## config.mk

```make
export PLATFORM = sky130hd
export DESIGN_NAME = quot_lcd_writer
export DESIGN_NICKNAME = d
export VERILOG_FILES = /design/src/rtl/divmod_lcd_pkg.sv /design/src/rtl/lcd_byte_writer.sv /design/src/rtl/quot_lcd_writer.sv
export SDC_FILE = /design/constraint.sdc
export NUM_CORES = 1
export LEC_CHECK = 0
export CAP_MARGIN = 20
export CORE_UTILIZATION = 40
export DETAILED_ROUTE_END_ITERATION = 7
export HOLD_SLACK_MARGIN = 0.03
export SLEW_MARGIN = 20
export SYNTH_ARGS = -nofsm -noshare
export SYNTH_HDL_FRONTEND = slang
export SYNTH_HIERARCHICAL = 1
export SYNTH_SLANG_ARGS = --single-unit
```

## constraint.sdc

```tcl
create_clock -name clk -period 5.5 [get_ports clk]
set_input_delay 0.825 -clock clk [delete_from_list [all_inputs] [get_ports clk]]
set_output_delay 0.825 -clock clk [all_outputs]
set_load 0.02 [all_outputs]
```

## src/rtl/divmod_lcd_pkg.sv

```systemverilog
// Shared definitions for the quotient/remainder LCD writer.
//   - main FSM and byte-sequencer state encodings
//   - HD44780 command bytes used during init and addressing
//   - fraction-to-ASCII table: quotient[3:0]*625 as four decimal digits
//   - divide-by-zero sentinel pair and its banner text
//   - frame_char(): the ASCII byte at a given column of the 16-char frame
package divmod_lcd_pkg;

  typedef enum logic [2:0] {PWRUP, INIT, IDLE, ADDR, TEXT, DONE} main_state_e;
  typedef enum logic [1:0] {W_IDLE, W_SETUP, W_PULSE, W_WAIT} wr_phase_e;

  localparam logic [7:0] CMD_FUNC_SET   = 8'h38;
  localparam logic [7:0] CMD_DISP_ON    = 8'h0C;
  localparam logic [7:0] CMD_CLEAR      = 8'h01;
  localparam logic [7:0] CMD_ENTRY_MODE = 8'h06;
  localparam logic [7:0] CMD_ADDR_LINE0 = 8'h80;

  // A valid 4.4 division never yields this pair, so it flags divide-by-zero.
  localparam logic [7:0] DBZ_QUOT = 8'hFF;
  localparam logic [3:0] DBZ_REM  = 4'hF;

  localparam logic [127:0] DBZ_TEXT = "DIV BY ZERO     ";

  localparam logic [31:0] FRAC_ASCII [16] = '{
    "0000", "0625", "1250", "1875", "2500", "3125", "3750", "4375",
    "5000", "5625", "6250", "6875", "7500", "8125", "8750", "9375"
  };

  function automatic logic [7:0] init_cmd(input logic [1:0] idx);
    case (idx)
      2'd0:    return CMD_FUNC_SET;
      2'd1:    return CMD_DISP_ON;
      2'd2:    return CMD_CLEAR;
      default: return CMD_ENTRY_MODE;
    endcase
  endfunction

  // 0..15 as two ASCII decimal digits.
  function automatic logic [7:0] dec_tens(input logic [3:0] v);
    return (v >= 4'd10) ? 8'h31 : 8'h30;
  endfunction

  function automatic logic [7:0] dec_ones(input logic [3:0] v);
    logic [3:0] d;
    d = (v >= 4'd10) ? (v - 4'd10) : v;
    return 8'h30 + {4'h0, d};
  endfunction

  // Layout: "Q=II.FFFF R=RR  "
  function automatic logic [7:0] frame_char(input logic [7:0] q,
                                            input logic [3:0] r,
                                            input logic [3:0] idx);
    logic [31:0]  frac;
    logic [127:0] dbz;
    logic [7:0]   c;
    frac = FRAC_ASCII[q[3:0]];
    dbz  = DBZ_TEXT;
    if (q == DBZ_QUOT && r == DBZ_REM) begin
      c = dbz[{4'd15 - idx, 3'b000} +: 8];
    end else begin
      case (idx)
        4'd0:    c = 8'h51;            // 'Q'
        4'd1:    c = 8'h3D;            // '='
        4'd2:    c = dec_tens(q[7:4]);
        4'd3:    c = dec_ones(q[7:4]);
        4'd4:    c = 8'h2E;            // '.'
        4'd5:    c = frac[31:24];
        4'd6:    c = frac[23:16];
        4'd7:    c = frac[15:8];
        4'd8:    c = frac[7:0];
        4'd10:   c = 8'h52;            // 'R'
        4'd11:   c = 8'h3D;            // '='
        4'd12:   c = dec_tens(r);
        4'd13:   c = dec_ones(r);
        default: c = 8'h20;            // ' '
      endcase
    end
    return c;
  endfunction

endpackage

```

## src/rtl/lcd_byte_writer.sv

```systemverilog
// One HD44780 byte transfer: SETUP (1 clk, e=0), PULSE (E_PULSE_CYC clks,
// e=1), WAIT (CLR_WAIT_CYC when long_wait_i, else CMD_WAIT_CYC clks, e=0).
// data/rs are latched on go and held until the next go.
// Handshake: go_i is accepted when the sequencer is idle or in the cycle
// fin_o is high (last WAIT cycle), so back-to-back bytes have no gap cycle.
// busy_o is high whenever a byte is in flight.
// Ports: clk, rst, go_i, data_i, rs_i, long_wait_i -> busy_o, fin_o,
//        lcd_e_o, lcd_rs_o, lcd_data_o, phase_o (debug).
module lcd_byte_writer
  import divmod_lcd_pkg::*;
#(
  parameter int E_PULSE_CYC  = 25,
  parameter int CMD_WAIT_CYC = 2500,
  parameter int CLR_WAIT_CYC = 100000,
  parameter int CNT_W        = 17
) (
  input  logic       clk,
  input  logic       rst,
  input  logic       go_i,
  input  logic [7:0] data_i,
  input  logic       rs_i,
  input  logic       long_wait_i,
  output logic       busy_o,
  output logic       fin_o,
  output logic       lcd_e_o,
  output logic       lcd_rs_o,
  output logic [7:0] lcd_data_o,
  output logic [1:0] phase_o
);

  localparam logic [CNT_W-1:0] PULSE_LAST = CNT_W'(E_PULSE_CYC - 1);
  localparam logic [CNT_W-1:0] CMD_LAST   = CNT_W'(CMD_WAIT_CYC - 1);
  localparam logic [CNT_W-1:0] CLR_LAST   = CNT_W'(CLR_WAIT_CYC - 1);

  wr_phase_e        phase_q, phase_d;
  logic [CNT_W-1:0] cnt_q, cnt_d;
  logic [7:0]       data_q, data_d;
  logic             rs_q, rs_d;
  logic             long_q, long_d;
  logic             accept;
  logic [CNT_W-1:0] wait_last;

  always_comb begin
    phase_d   = phase_q;
    cnt_d     = cnt_q;
    data_d    = data_q;
    rs_d      = rs_q;
    long_d    = long_q;
    fin_o     = 1'b0;
    accept    = 1'b0;
    wait_last = long_q ? CLR_LAST : CMD_LAST;
    case (phase_q)
      W_IDLE:  accept = go_i;
      W_SETUP: begin
        phase_d = W_PULSE;
        cnt_d   = '0;
      end
      W_PULSE: begin
        if (cnt_q == PULSE_LAST) begin
          phase_d = W_WAIT;
          cnt_d   = '0;
        end else begin
          cnt_d = cnt_q + CNT_W'(1);
        end
      end
      W_WAIT: begin
        if (cnt_q == wait_last) begin
          fin_o   = 1'b1;
          phase_d = W_IDLE;
          cnt_d   = '0;
          accept  = go_i;
        end else begin
          cnt_d = cnt_q + CNT_W'(1);
        end
      end
      default: phase_d = W_IDLE;
    endcase
    if (accept) begin
      phase_d = W_SETUP;
      data_d  = data_i;
      rs_d    = rs_i;
      long_d  = long_wait_i;
    end
  end

  always_ff @(posedge clk or posedge rst) begin
    if (rst) begin
      phase_q <= W_IDLE;
      cnt_q   <= '0;
      data_q  <= '0;
      rs_q    <= 1'b0;
      long_q  <= 1'b0;
    end else begin
      phase_q <= phase_d;
      cnt_q   <= cnt_d;
      data_q  <= data_d;
      rs_q    <= rs_d;
      long_q  <= long_d;
    end
  end

  // e decodes straight from the phase register, so reset drops it at once.
  assign lcd_e_o    = (phase_q == W_PULSE);
  assign lcd_rs_o   = rs_q;
  assign lcd_data_o = data_q;
  assign busy_o     = (phase_q != W_IDLE);
  assign phase_o    = phase_q;

endmodule

```

## src/rtl/quot_lcd_writer.sv

```systemverilog
// Shows a 4.4 fixed-point quotient and a 4-bit remainder on an HD44780 LCD
// (8-bit bus, write-only). After reset: power-up delay, init commands,
// then IDLE. A start in IDLE captures the inputs and writes address 0x80
// plus a 16-character frame, then pulses done.
// Ports: clk, rst (async, active high), quotient[7:0], remainder[3:0],
//        start -> ready, done, lcd_rs, lcd_rw, lcd_e, lcd_data[7:0],
//        dbg_state[2:0] (main FSM), dbg_phase[1:0] (byte sequencer).
module quot_lcd_writer
  import divmod_lcd_pkg::*;
#(
  parameter int E_PULSE_CYC    = 25,
  parameter int CMD_WAIT_CYC   = 2500,
  parameter int CLR_WAIT_CYC   = 100000,
  parameter int PWRUP_WAIT_CYC = 1000000
) (
  input  logic       clk,
  input  logic       rst,
  input  logic [7:0] quotient,
  input  logic [3:0] remainder,
  input  logic       start,
  output logic       ready,
  output logic       done,
  output logic       lcd_rs,
  output logic       lcd_rw,
  output logic       lcd_e,
  output logic [7:0] lcd_data,
  output logic [2:0] dbg_state,
  output logic [1:0] dbg_phase
);

  // One counter width covers every delay in the design without wrapping.
  localparam int MAX_A    = (PWRUP_WAIT_CYC > CLR_WAIT_CYC) ? PWRUP_WAIT_CYC : CLR_WAIT_CYC;
  localparam int MAX_B    = (CMD_WAIT_CYC > E_PULSE_CYC) ? CMD_WAIT_CYC : E_PULSE_CYC;
  localparam int MAX_WAIT = (MAX_A > MAX_B) ? MAX_A : MAX_B;
  localparam int CNT_W    = $clog2(MAX_WAIT + 1);
  localparam logic [CNT_W-1:0] PWRUP_LAST = CNT_W'(PWRUP_WAIT_CYC - 1);

  main_state_e      state_q, state_d;
  logic [CNT_W-1:0] pw_cnt_q, pw_cnt_d;
  logic [3:0]       idx_q, idx_d;
  logic [7:0]       quot_q, quot_d;
  logic [3:0]       rem_q, rem_d;

  logic       wr_go, wr_rs, wr_long, wr_busy, wr_fin;
  logic [7:0] wr_data;

  lcd_byte_writer #(
    .E_PULSE_CYC (E_PULSE_CYC),
    .CMD_WAIT_CYC(CMD_WAIT_CYC),
    .CLR_WAIT_CYC(CLR_WAIT_CYC),
    .CNT_W       (CNT_W)
  ) u_writer (
    .clk        (clk),
    .rst        (rst),
    .go_i       (wr_go),
    .data_i     (wr_data),
    .rs_i       (wr_rs),
    .long_wait_i(wr_long),
    .busy_o     (wr_busy),
    .fin_o      (wr_fin),
    .lcd_e_o    (lcd_e),
    .lcd_rs_o   (lcd_rs),
    .lcd_data_o (lcd_data),
    .phase_o    (dbg_phase)
  );

  assign ready = (state_q == IDLE) && !wr_busy;

  // Each next byte is issued in the cycle the current one finishes, so
  // bytes run back to back and frame timing is exactly 17 byte slots.
  always_comb begin
    state_d  = state_q;
    pw_cnt_d = pw_cnt_q;
    idx_d    = idx_q;
    quot_d   = quot_q;
    rem_d    = rem_q;
    wr_go    = 1'b0;
    wr_data  = 8'h00;
    wr_rs    = 1'b0;
    wr_long  = 1'b0;
    done     = 1'b0;
    case (state_q)
      PWRUP: begin
        if (pw_cnt_q == PWRUP_LAST) begin
          pw_cnt_d = '0;
          idx_d    = 4'd0;
          wr_go    = 1'b1;
          wr_data  = init_cmd(2'd0);
          state_d  = INIT;
        end else begin
          pw_cnt_d = pw_cnt_q + CNT_W'(1);
        end
      end
      INIT: begin
        if (wr_fin) begin
          if (idx_q == 4'd3) begin
            idx_d   = 4'd0;
            state_d = IDLE;
          end else begin
            idx_d   = idx_q + 4'd1;
            wr_go   = 1'b1;
            wr_data = init_cmd(idx_q[1:0] + 2'd1);
            wr_long = (init_cmd(idx_q[1:0] + 2'd1) == CMD_CLEAR);
          end
        end
      end
      IDLE: begin
        if (start && ready) begin
          quot_d  = quotient;
          rem_d   = remainder;
          wr_go   = 1'b1;
          wr_data = CMD_ADDR_LINE0;
          state_d = ADDR;
        end
      end
      ADDR: begin
        if (wr_fin) begin
          idx_d   = 4'd0;
          wr_go   = 1'b1;
          wr_rs   = 1'b1;
          wr_data = frame_char(quot_q, rem_q, 4'd0);
          state_d = TEXT;
        end
      end
      TEXT: begin
        if (wr_fin) begin
          if (idx_q == 4'd15) begin
            idx_d   = 4'd0;
            state_d = DONE;
          end else begin
            idx_d   = idx_q + 4'd1;
            wr_go   = 1'b1;
            wr_rs   = 1'b1;
            wr_data = frame_char(quot_q, rem_q, idx_q + 4'd1);
          end
        end
      end
      DONE: begin
        done    = 1'b1;
        state_d = IDLE;
      end
      default: state_d = PWRUP;
    endcase
  end

  always_ff @(posedge clk or posedge rst) begin
    if (rst) begin
      state_q  <= PWRUP;
      pw_cnt_q <= '0;
      idx_q    <= '0;
      quot_q   <= '0;
      rem_q    <= '0;
    end else begin
      state_q  <= state_d;
      pw_cnt_q <= pw_cnt_d;
      idx_q    <= idx_d;
      quot_q   <= quot_d;
      rem_q    <= rem_d;
    end
  end

  assign lcd_rw    = 1'b0;
  assign dbg_state = state_q;

endmodule

```

# Word level (Yosys, flattened, before mapping)
# Memory sizes are Yosys's and may differ from the RTL's.
# Index checks and enable logic that the tools add are counted.
[word_totals]
reg_bits = 71
latchBits = 0
mem_bits_rw = 0
mem_bits_ro = 512
input_bits = 15
out_inout_bits = 18
wordCells = 143
memories = 1
[op_classes]
n_addsub = 9
multipliers = 0
div_mod_pow = 0
n_lt_le_gt_ge = 3
eq_ne = 39
shifts = 1
mux = 62
bitwise = 1
n_reduce_logical = 17
[mem_list]
columns = ["memory", "words", "width", "rd", "rd_clocked_by_memory_dff", "wr", "line", "rtl"]
rows = [
  ["(no name shown)", 16, 32, 1, 0, 0, "divmod_lcd_pkg.sv:56", "frac = FRAC_ASCII[q[3:0]];"],
]
[op_table]
columns = ["operator", "n"]
rows = [
  ["$shiftx 128x8->8 const A", 1],
  ["$pmux 8 s12", 1],
  ["$mux 32", 2],
  ["$mux 20", 3],
  ["$pmux 20 s3", 1],
  ["$mux 8", 7],
  ["$add 20x1->20 const B", 2],
  ["$pmux 8 s5", 1],
  ["$mux 4", 8],
  ["$eq 4x4->1 const B", 7],
  ["$mux 3", 7],
  ["$eq 20x20->1", 1],
  ["$eq 20x20->1 const B", 1],
  ["$eq 20x5->1 const B", 1],
  ["$mux 6", 3],
  ["$pmux 3 s6", 1],
  ["$pmux 6 s3", 1],
  ["$mux 17", 1],
  ["$eq 4x3->1 const B", 4],
  ["$mux 1", 16],
  ["$pmux 4 s4", 1],
  ["$add 6x4->7 const A", 2],
  ["$eq 4x2->1 const B", 3],
  ["$eq 8x1->1 const B", 1],
  ["other kinds (36)", 56],
]

# Depth between registers and ports, before layout
# Gate-level depths: netlist of the first run.
[logic_depth]
ltp_word = 10
depth_mapped = 15
mapped_depth_nobuf = 15

# By module
# The synthesis of the first run kept the hierarchy.
[modules_own_cells]
columns = ["module", "n_inst", "cells_each", "area_per_inst_um2", "seq_area_each_um2"]
rows = [
  ["quot_lcd_writer", 1, 381, 3320.7, 975.9],
  ["lcd_byte_writer", 1, 162, 1735.4, 800.8],
]

# Worst setup path after synthesis of the first run
# OpenSTA, ideal clock, no wires.
[synth_path]
path_type = "register to register"
startpoint = "register u_writer.cnt_q[11]"
endpoint = "register u_writer.data_q[0] (netlist: u_writer/lcd_data_o[0])"
setup_ns = 0.125
arrival_ns = 2.951
t_required_ns = 5.375
setup_slack_ns = 2.424
path_stages_with_launch = 15
n_path_buf = 2
synth_period_minus_slack_ns = 3.076
path_cell_list = "dfrtp_1 > buf_6 > or3_1 > o31a_1 > nor4b_4 > and2_2 > nand3b_1 > nor2_1 > nand2_1 > nand2_1 > or3_1 > and3_1 > a41oi_2 > buf_6 > mux2_4"
[synth_via]
elab_chain_cells = 7
word_cells_on_any_way = 13
classes_between = "1 x eq/ne; 12 x mux"
[synth_rtl]
columns = ["element", "line", "rtl"]
rows = [
  ["from (decl)", "lcd_byte_writer.sv:36", "logic [CNT_W-1:0] cnt_q, cnt_d;"],
  ["from (signal assigned)", "lcd_byte_writer.sv:95", "cnt_q <= cnt_d;"],
  ["$eq 20x20->1 *", "lcd_byte_writer.sv:67", "if (cnt_q == wait_last) begin"],
  ["$mux 1 *", "lcd_byte_writer.sv:67", ""],
  ["$mux 1 *", "lcd_byte_writer.sv:52", "case (phase_q)"],
  ["via wr_fin", "quot_lcd_writer.sv:44", "logic wr_go, wr_rs, wr_long, wr_busy, wr_fin;"],
  ["$mux 1 (on tied branches)", "quot_lcd_writer.sv:126, quot_lcd_writer.sv:95, quot_lcd_writer.sv:117", ""],
  ["$pmux 1 s5 *", "quot_lcd_writer.sv:82", "case (state_q)"],
  ["via wr_go", "quot_lcd_writer.sv:44", ""],
  ["$mux 1", "lcd_byte_writer.sv:67", ""],
  ["$pmux 1 s2 *", "lcd_byte_writer.sv:52", ""],
  ["to (signal assigned)", "lcd_byte_writer.sv:96", "data_q <= data_d;"],
  ["to (decl)", "lcd_byte_writer.sv:37", "logic [7:0] data_q, data_d;"],
]
# The timed path passes the listed nets; every way through them passes the cells marked *.
# A chain may end at the register's enable or synchronous reset.

# Worst setup path in the final report of the first run
[layout_path]
startpoint = "register idx_q[0]"
endpoint = "register u_writer.phase_q[0] (netlist: u_writer/phase_o[0])"
[layout_via]
elab_chain_cells = 8
word_cells_on_any_way = 14
classes_between = "4 x eq/ne; 8 x mux; 2 x reduce/logical"
[layout_rtl]
columns = ["element", "line", "rtl"]
rows = [
  ["from (decl)", "quot_lcd_writer.sv:40", "logic [3:0] idx_q, idx_d;"],
  ["from (signal assigned)", "quot_lcd_writer.sv:156", "idx_q <= idx_d;"],
  ["$eq 4x4->1 / $eq 4x2->1 (equally long branches)", "quot_lcd_writer.sv:127, quot_lcd_writer.sv:96", ""],
  ["$mux 1 (on tied branches)", "quot_lcd_writer.sv:127, quot_lcd_writer.sv:96", ""],
  ["$mux 1 (on tied branches)", "quot_lcd_writer.sv:126, quot_lcd_writer.sv:95", ""],
  ["$pmux 1 s5 *", "quot_lcd_writer.sv:82", ""],
  ["via wr_go", "quot_lcd_writer.sv:44", ""],
  ["$mux 1", "lcd_byte_writer.sv:67", ""],
  ["$pmux 1 s2 *", "lcd_byte_writer.sv:52", ""],
  ["$ne 3x1->1 (no source line) / $reduce_bool 4->1 (equally long branches)", "-", ""],
  ["$reduce_and 3->1 (no source line)", "-", ""],
  ["to (signal assigned)", "lcd_byte_writer.sv:94", "phase_q <= phase_d;"],
  ["to (decl)", "lcd_byte_writer.sv:35", "wr_phase_e phase_q, phase_d;"],
]
# Marked as above.

==> results of run 1 <==
-- cells in the mapped netlist (all sizes together) (4+ instances only) --
library cell  count
nand2            57
mux2             18
or3               6
mux2i             8
xnor2            21
ha               21
nand4            12
inv              28
nor4              7
o21ai            33
dfrtp            71
buf              22
nor2             54
nand3            26
a21oi            17
o211ai            4
clkbuf            5
nand3b            5
nor3             12
xor2             18
and3             13
nand2b            7
-- placed cells by master (no fill, tap or decap), types with 4 or more instances in the layout --
| master | n |
|---|---|
| o21ai_0 | 28 |
| clkbuf_16 | 9 |
| inv_1 | 26 |
| a21oi_1 | 16 |
| nor2_1 | 53 |
| nand2_1 | 55 |
| nand3b_1 | 4 |
| and3_1 | 13 |
| or3_1 | 6 |
| nor3_1 | 9 |
| mux2i_1 | 8 |
| xnor2_1 | 20 |
| mux2_4 | 10 |
| buf_4 | 4 |
| ha_1 | 21 |
| nand2b_1 | 7 |
| xor2_1 | 18 |
| nand4_1 | 11 |
| dfrtp_1 | 71 |
| nor4_1 | 4 |
| nand3_1 | 24 |
| o211ai_1 | 4 |
| mux2_2 | 7 |
| clkdlybuf4s50_1 | 31 |
-- flip-flops by register name, indices dropped and copies added (netlist names), 2 cells and up --
name	flops
dbg_state	3
idx_q	4
pw_cnt_q	20
quot_q	8
rem_q	4
u_writer/cnt_q	20
u_writer/lcd_data_o	8
u_writer/phase_o	2
-- logic make-up (layout without fill, tap and decap cells) --
| logic type | count (synthesis) | count (layout) | synth area share |
|---|---|---|---|
| and+or+nand+nor | 223 | 223 | 0.248 |
| AOI/OAI and AO/OA | 107 | 107 | 0.156 |
| DFF | 71 | 71 | 0.351 |
| buffers and inverters | 55 | 79 | 0.0591 |
| xor gates and xnor gates | 39 | 39 | 0.0690 |
| muxes | 26 | 26 | 0.0634 |
| adders and majority gates | 21 | 21 | 0.0520 |
| other | 1 | 1 | 0.000742 |
-- stage by stage --
stage	util	worst slack (ns)	hold slack, ns	area, µm²	std cells
after global placement	0.445	1.74	0.478	5410	719
after detailed placement	0.445	1.65	0.483	5410	719
after global routing	0.473	1.37	0.511	5750	735
final	0.473	1.57	0.491	5750	735
after CTS	0.473	1.63	0.494	5750	735
after floorplan	-	2.42	0.453	5060	543
-- worst max-delay path by stage --
stage	to	cells past startpoint	startpoint	slack (ns)
2_1_floorplan	u_writer/lcd_data_o[0]	14	u_writer/cnt_q[11]	2.42
3_3_place_gp	u_writer/phase_o[0]	9	idx_q[0]	1.74
3_5_place_dp	u_writer/phase_o[0]	9	idx_q[0]	1.65
4_1_cts	u_writer/phase_o[0]	9	idx_q[0]	1.63
5_1_grt	u_writer/phase_o[0]	9	idx_q[0]	1.37
6_report	u_writer/phase_o[0]	9	idx_q[0]	1.57
-- worst max-delay path, delay by kind of cell, from the launching register on --
kind | cells | cell delay, ns
compound gates | 3 | 1.10
fa+ha+maj | 1 | 0.79
simple gates | 5 | 1.22
flops | 1 | 0.69
-- routing by layer --
layer	wire length [µm]	part of all wire	vias up
met4	266	0.021	0
met2	6000	0.48	125
met5	0	0	-
met1	5640	0.45	2033
li1	-	-	1973
met3	677	0.054	20
-- final cells by class --
class	instances	area, µm²
Multi-Input combinational cell	417	2980
Timing Repair Buffer	35	340
Fill cell	1138	6410
Tap cell	168	210
Inverter	28	105
Clock buffer	10	229
Clock inverter	6	109
Sequential cell	71	1780
-- power groups by stage --
stage | registers [mW] | logic [mW] | clock network, mW
after floorplan | 0.532 | 0.00894 | 0
after global placement | 0.532 | 0.0228 | 0
after detailed placement | 0.532 | 0.0232 | 0
after CTS | 0.522 | 0.0234 | 0.687
after global routing | 0.522 | 0.0252 | 0.710
final | 0.523 | 0.0220 | 0.670
==> parameters.txt, run 1 <==
Parameter                              Value

Outcome
  Status    finished, final reports clean

Synth
  Leading post-synthesis cells by cell area    dfrtp_1 (35%), ha_1 (5.2%), nand2_1 (4.1%)
  Post-synthesis cell area    5060 µm²
  Net count of the mapped netlist    579
  Yosys Warn Count    6
  Mean post-synth cell area    9.31 µm²
  Part of the Yosys area used for sequential elements    0.351
  Flops & latches, synth    71
  Number of synthesized flops with an enable pin    0
  Fraction of registers with async set/reset    1.00
  Cells after Synth    543
  Fraction of post-synthesis cell area in the top cell type by area    0.351
  Dominant cell type by area after synthesis    dfrtp_1
  Most instantiated flip-flop cell in the synthesis netlist    dfrtp_1
  Post-synthesis cell type count    91

Global routing
  Most used routing layer    met2
  Initial antenna violation count    0
  GRT Resource Usage Total    0.204
  Global Route met1 Usage    0.272
  Overflow left after global routing    0
  Global-route wire length before repair    20.3 mm
  Via count of the first global-routing pass    3922
  GR Util met2    0.320
  Global routing usage on met3    0.0545
  Pin count of the biggest net entering global routing    40

Detailed routing
  Post-detailed-route wirelength per cell    17.1 µm
  Detailed Routing Iterations Pass 1    5
  Detailed-route wire length    12.6 mm
  First-iteration detailed-routing DRC count    291
  Routed via count divided by cell count    5.65
  Antenna violation net count after detailed routing    0
  Post-detailed-route DRC marker count    0
  Via count    4151

CTS
  CTS H-tree depth    3
  Number of buffers on the longest clock path    2
  Number of buffers added to fix hold violations after cts    0
  Number of post-CTS setup repair buffers    0
  CTS Sinks    71
  Worst-path clk slew    0.06 ns
  Root buf cell    clkbuf_16
  Number of buffers created by CTS    9
  CTS tree    built
  Clock latency on the worst-skew pair    0.34 ns
  Resized Gates After CTS    0

Power
  Internal Power    0.974 mW
  Power density over cell area    211 nW/µm²
  Total leakage power    2.54 nW
  Proportion of power drawn by combinational gates    0.018
  Switching Fraction    0.198
  Sum of internal, switching and leakage power    1.21 mW
  Reg power frac    0.430
  Net load switching power    0.240 mW
  Peak supply drop    0.153 mV
  Share of power burned in the clock network    0.552

Place
  Detailed Place HPWL    9.06 mm
  Count of buffers from port buffering    31
  Routability-driven placement congestion ratio    0.932

Run
  Max_cap viols    0

Setup path
  Launching element type of the critical path    flop
  Largest stage delay on the critical path    0.79 ns
  Critical path capture point type    flop
  Logic depth of the worst register-to-register path    9
  Launch point of the worst reg-to-reg path    idx_q[0]
  CP dominant cell by count    nand2_1
  Arrival time reported for the critical path endpoint    4.15 ns
  Slack of the worst reg-to-reg path    1.57 ns
  Critical Path RT    5.72 ns
  Kind of critical path    flop to flop
  Capturing point of the worst reg2reg path    u_writer/phase_o[0]
  Crit path cell chain    ha_1 -> or3b_4 -> nand2_1 -> nand2_1 -> or3_1 -> and3_1 -> a41oi_2 -> a21oi_1 -> a211o_1
  Critical-path maximum fanout    23
  Slowest stage cell on the critical path    ha_1

Hold path
  Worst hold stages    1
  Hold EP    pw_cnt_q[4]
  Hold Crit Start    pw_cnt_q[4]
  Worst min-delay path category    flop to flop

Timing
  Number of failing setup endpoints in the final timing report    0
  Fin. Hold Viols    0
  Setup Total Neg Slack    0 ns
  Peak Freq    0.254 GHz
  Slew @ Worst Pin    0.984 ns
  RSZ-0062 raised after global routing    false
  Slew Viols, Final    0
  Headroom to the max-slew limit    0.340
  Setup Skew    0.00705 ns
  Final critical-path required period    3.93 ns
  Final worst-path cycle share    0.715

Floorplan
  Initial cell density of the core    0.416
  Row cnt    40
  Count of boundary I/O pins    33
  Die Area    13100 µm²
  Height of the die    114 µm
  Placeable core region    12200 µm²
  Die width    114 µm

Layout
  Inserted Diodes    0
  Layout overhead on the synthesized area    13.7%
  Fraction of final layout cells with drive strength greater than 1    0.132
  Number of nets at the end of the flow    598
No activity file was read; power rests on OpenSTA's default activity.
==> inputs of run 2 (changes only) <==
clock period = 3.7 ns   (was 5.5 ns; I/O delays follow)
==> parameters.txt, run 2 (synthesis results as in run 1) <==
Parameter                              Value

Power
  Peak supply drop    0.248 mV
  Sum of internal, switching and leakage power    1.62 mW
  Total leakage power    2.59 nW
  Power density over cell area    280 nW/µm²

Setup path
  Critical-path maximum fanout    11
  Capturing point of the worst reg2reg path    u_writer/phase_o[0]
  Critical path capture point type    flop
  Kind of critical path    flop to flop
  CP dominant cell by count    nand2_1
  Launch point of the worst reg-to-reg path    u_writer/cnt_q[15]
  Source of the critical timing path    u_writer/cnt_q[15]
  Launching element type of the critical path    flop
  Logic depth of the worst register-to-register path    12
  Crit path cell chain    nor4_1 -> a41oi_1 -> nor4b_4 -> and2_2 -> and3b_1 -> nand2_1 -> nand2_1 -> or3_1 -> and3_1 -> a41oi_2 -> a21oi_1 -> a211o_1
  Slowest stage cell on the critical path    a41oi_2
  Largest stage delay on the critical path    0.70 ns
  Arrival time reported for the critical path endpoint    3.69 ns
  Slack of the worst reg-to-reg path    0.23 ns
  Critical path capture point    u_writer/phase_o[0]
  Critical Path RT    3.93 ns

Timing
  Peak Freq    0.288 GHz
  Headroom to the max-slew limit    0.427
  Fin. Hold Viols    0
  Number of failing setup endpoints in the final timing report    0
  RSZ-0062 raised after global routing    false
  Setup Skew    0.00928 ns
  Slew Viols, Final    0
  Final worst-path cycle share    0.937
  Setup Total Neg Slack    0 ns
  Slew @ Worst Pin    0.859 ns
  Final critical-path required period    3.47 ns

Detailed routing
  Detailed Routing Iterations Pass 1    5
  Uppermost layer routed    met4
  Detailed-routed wire length on met2    6.12 mm
  Routed via count divided by cell count    5.62
  Sum of routed wire segments on met1    5.98 mm
  Detailed-route wire length    12.9 mm
  Met3 wire length    498 µm
  Post-detailed-route wirelength per cell    17.3 µm
  Post-detailed-route DRC marker count    0
  Via count    4205
  First-iteration detailed-routing DRC count    347
  Antenna violation net count after detailed routing    0

Layout
  Number of nets at the end of the flow    611
  Fraction of final layout cells with drive strength greater than 1    0.152
  Biggest registers after layout    pw_cnt_q (20), u_writer/cnt_q (20)
  Area occupied by multi-input gates    2980 µm²
  Commonest non-fill, non-tap cell in the layout    dfrtp_1
  Commonest non-fill, non-tap cells in the layout    dfrtp_1 (71), nand2_1 (55), nor2_1 (53)
  Count of fill cells added during filler insertion    1154
  Layout overhead on the synthesized area    14.5%
  Inserted Diodes    0
  Reg area    1780 µm²

Outcome
  Status    finished, final reports clean

Floorplan
  Die Area    13100 µm²
  Height of the die    114 µm
  Initial cell density of the core    0.416
  Die width    114 µm
  Row cnt    40
  Count of boundary I/O pins    33
  Placeable core region    12200 µm²

CTS
  Clock latency on the worst-skew pair    0.34 ns
  Resized Gates After CTS    0
  Worst-path clk slew    0.06 ns
  Number of buffers added to fix hold violations after cts    0
  Number of buffers created by CTS    9
  Number of buffers on the longest clock path    2
  Number of post-CTS setup repair buffers    0
  CTS H-tree depth    3
  CTS tree    built
  CTS Sinks    71
  Root buf cell    clkbuf_16

Global routing
  Initial antenna violation count    0
  Overflow left after global routing    0
  GRT Resource Usage Total    0.211
  Pin count of the biggest net entering global routing    40
  Via count of the first global-routing pass    4108
  Global-route wire length before repair    21.3 mm

Run
  Max_cap viols    0

Place
  Count of buffers from port buffering    31
  Routability-driven placement congestion ratio    0.920
  Detailed Place HPWL    9.46 mm

Hold path
  Worst min-delay path category    flop to flop
## run 2: metrics by stage
| stage | cell area (µm²) | setup slack [ns] | hold WS, ns | util | std cells |
|---|---|---|---|---|---|
| after floorplan | 5060 | 0.624 | 0.453 | - | 543 |
| after global placement | 5510 | 0.397 | 0.475 | 0.453 | 732 |
| after detailed placement | 5510 | 0.266 | 0.485 | 0.453 | 732 |
| after CTS | 5790 | 0.255 | 0.491 | 0.476 | 748 |
| after global routing | 5790 | 0.103 | 0.525 | 0.476 | 748 |
| final | 5790 | 0.233 | 0.496 | 0.476 | 748 |
## run 2: cell type report
cell class                      instances  share of cell area
Timing Repair Buffer                   48              0.0757
Multi-Input combinational cell        417               0.515
Clock buffer                           12              0.0443
Clock inverter                          4             0.00346
Sequential cell                        71               0.307
Tap cell                              168              0.0363
Inverter                               28              0.0182
## run 2: how the worst min path moves through the flow
stage	from	slack (ns)	to	cells past startpoint
floorplan	pw_cnt_q[13]	0.45	pw_cnt_q[13]	1
global placement	pw_cnt_q[4]	0.48	pw_cnt_q[4]	1
detailed placement	pw_cnt_q[4]	0.48	pw_cnt_q[4]	1
CTS	pw_cnt_q[4]	0.49	pw_cnt_q[4]	1
global route	u_writer/lcd_data_o[3]	0.53	u_writer/lcd_data_o[3]	1
finish	pw_cnt_q[13]	0.50	pw_cnt_q[13]	1
## run 2: layer usage
layer	track usage	vias up
met5	0	-
met4	0.0788	0
met3	0.0445	17
met2	0.336	108
met1	0.283	2075
li1	-	2005
## run 2: report_power, final
group	switching, mW	internal (mW)	leakage, nW
Sequential	0	0.777	0.920
Combinational	0.0185	0.0145	1.52
Clock	0.327	0.486	0.142
## run 2: critical path: cells and delay by family, from the launching register on
family	cells	cell delay (ns)
AOI/OAI and AO/OA	4	1.45
and+or+nand+nor	8	1.45
DFF	1	0.46
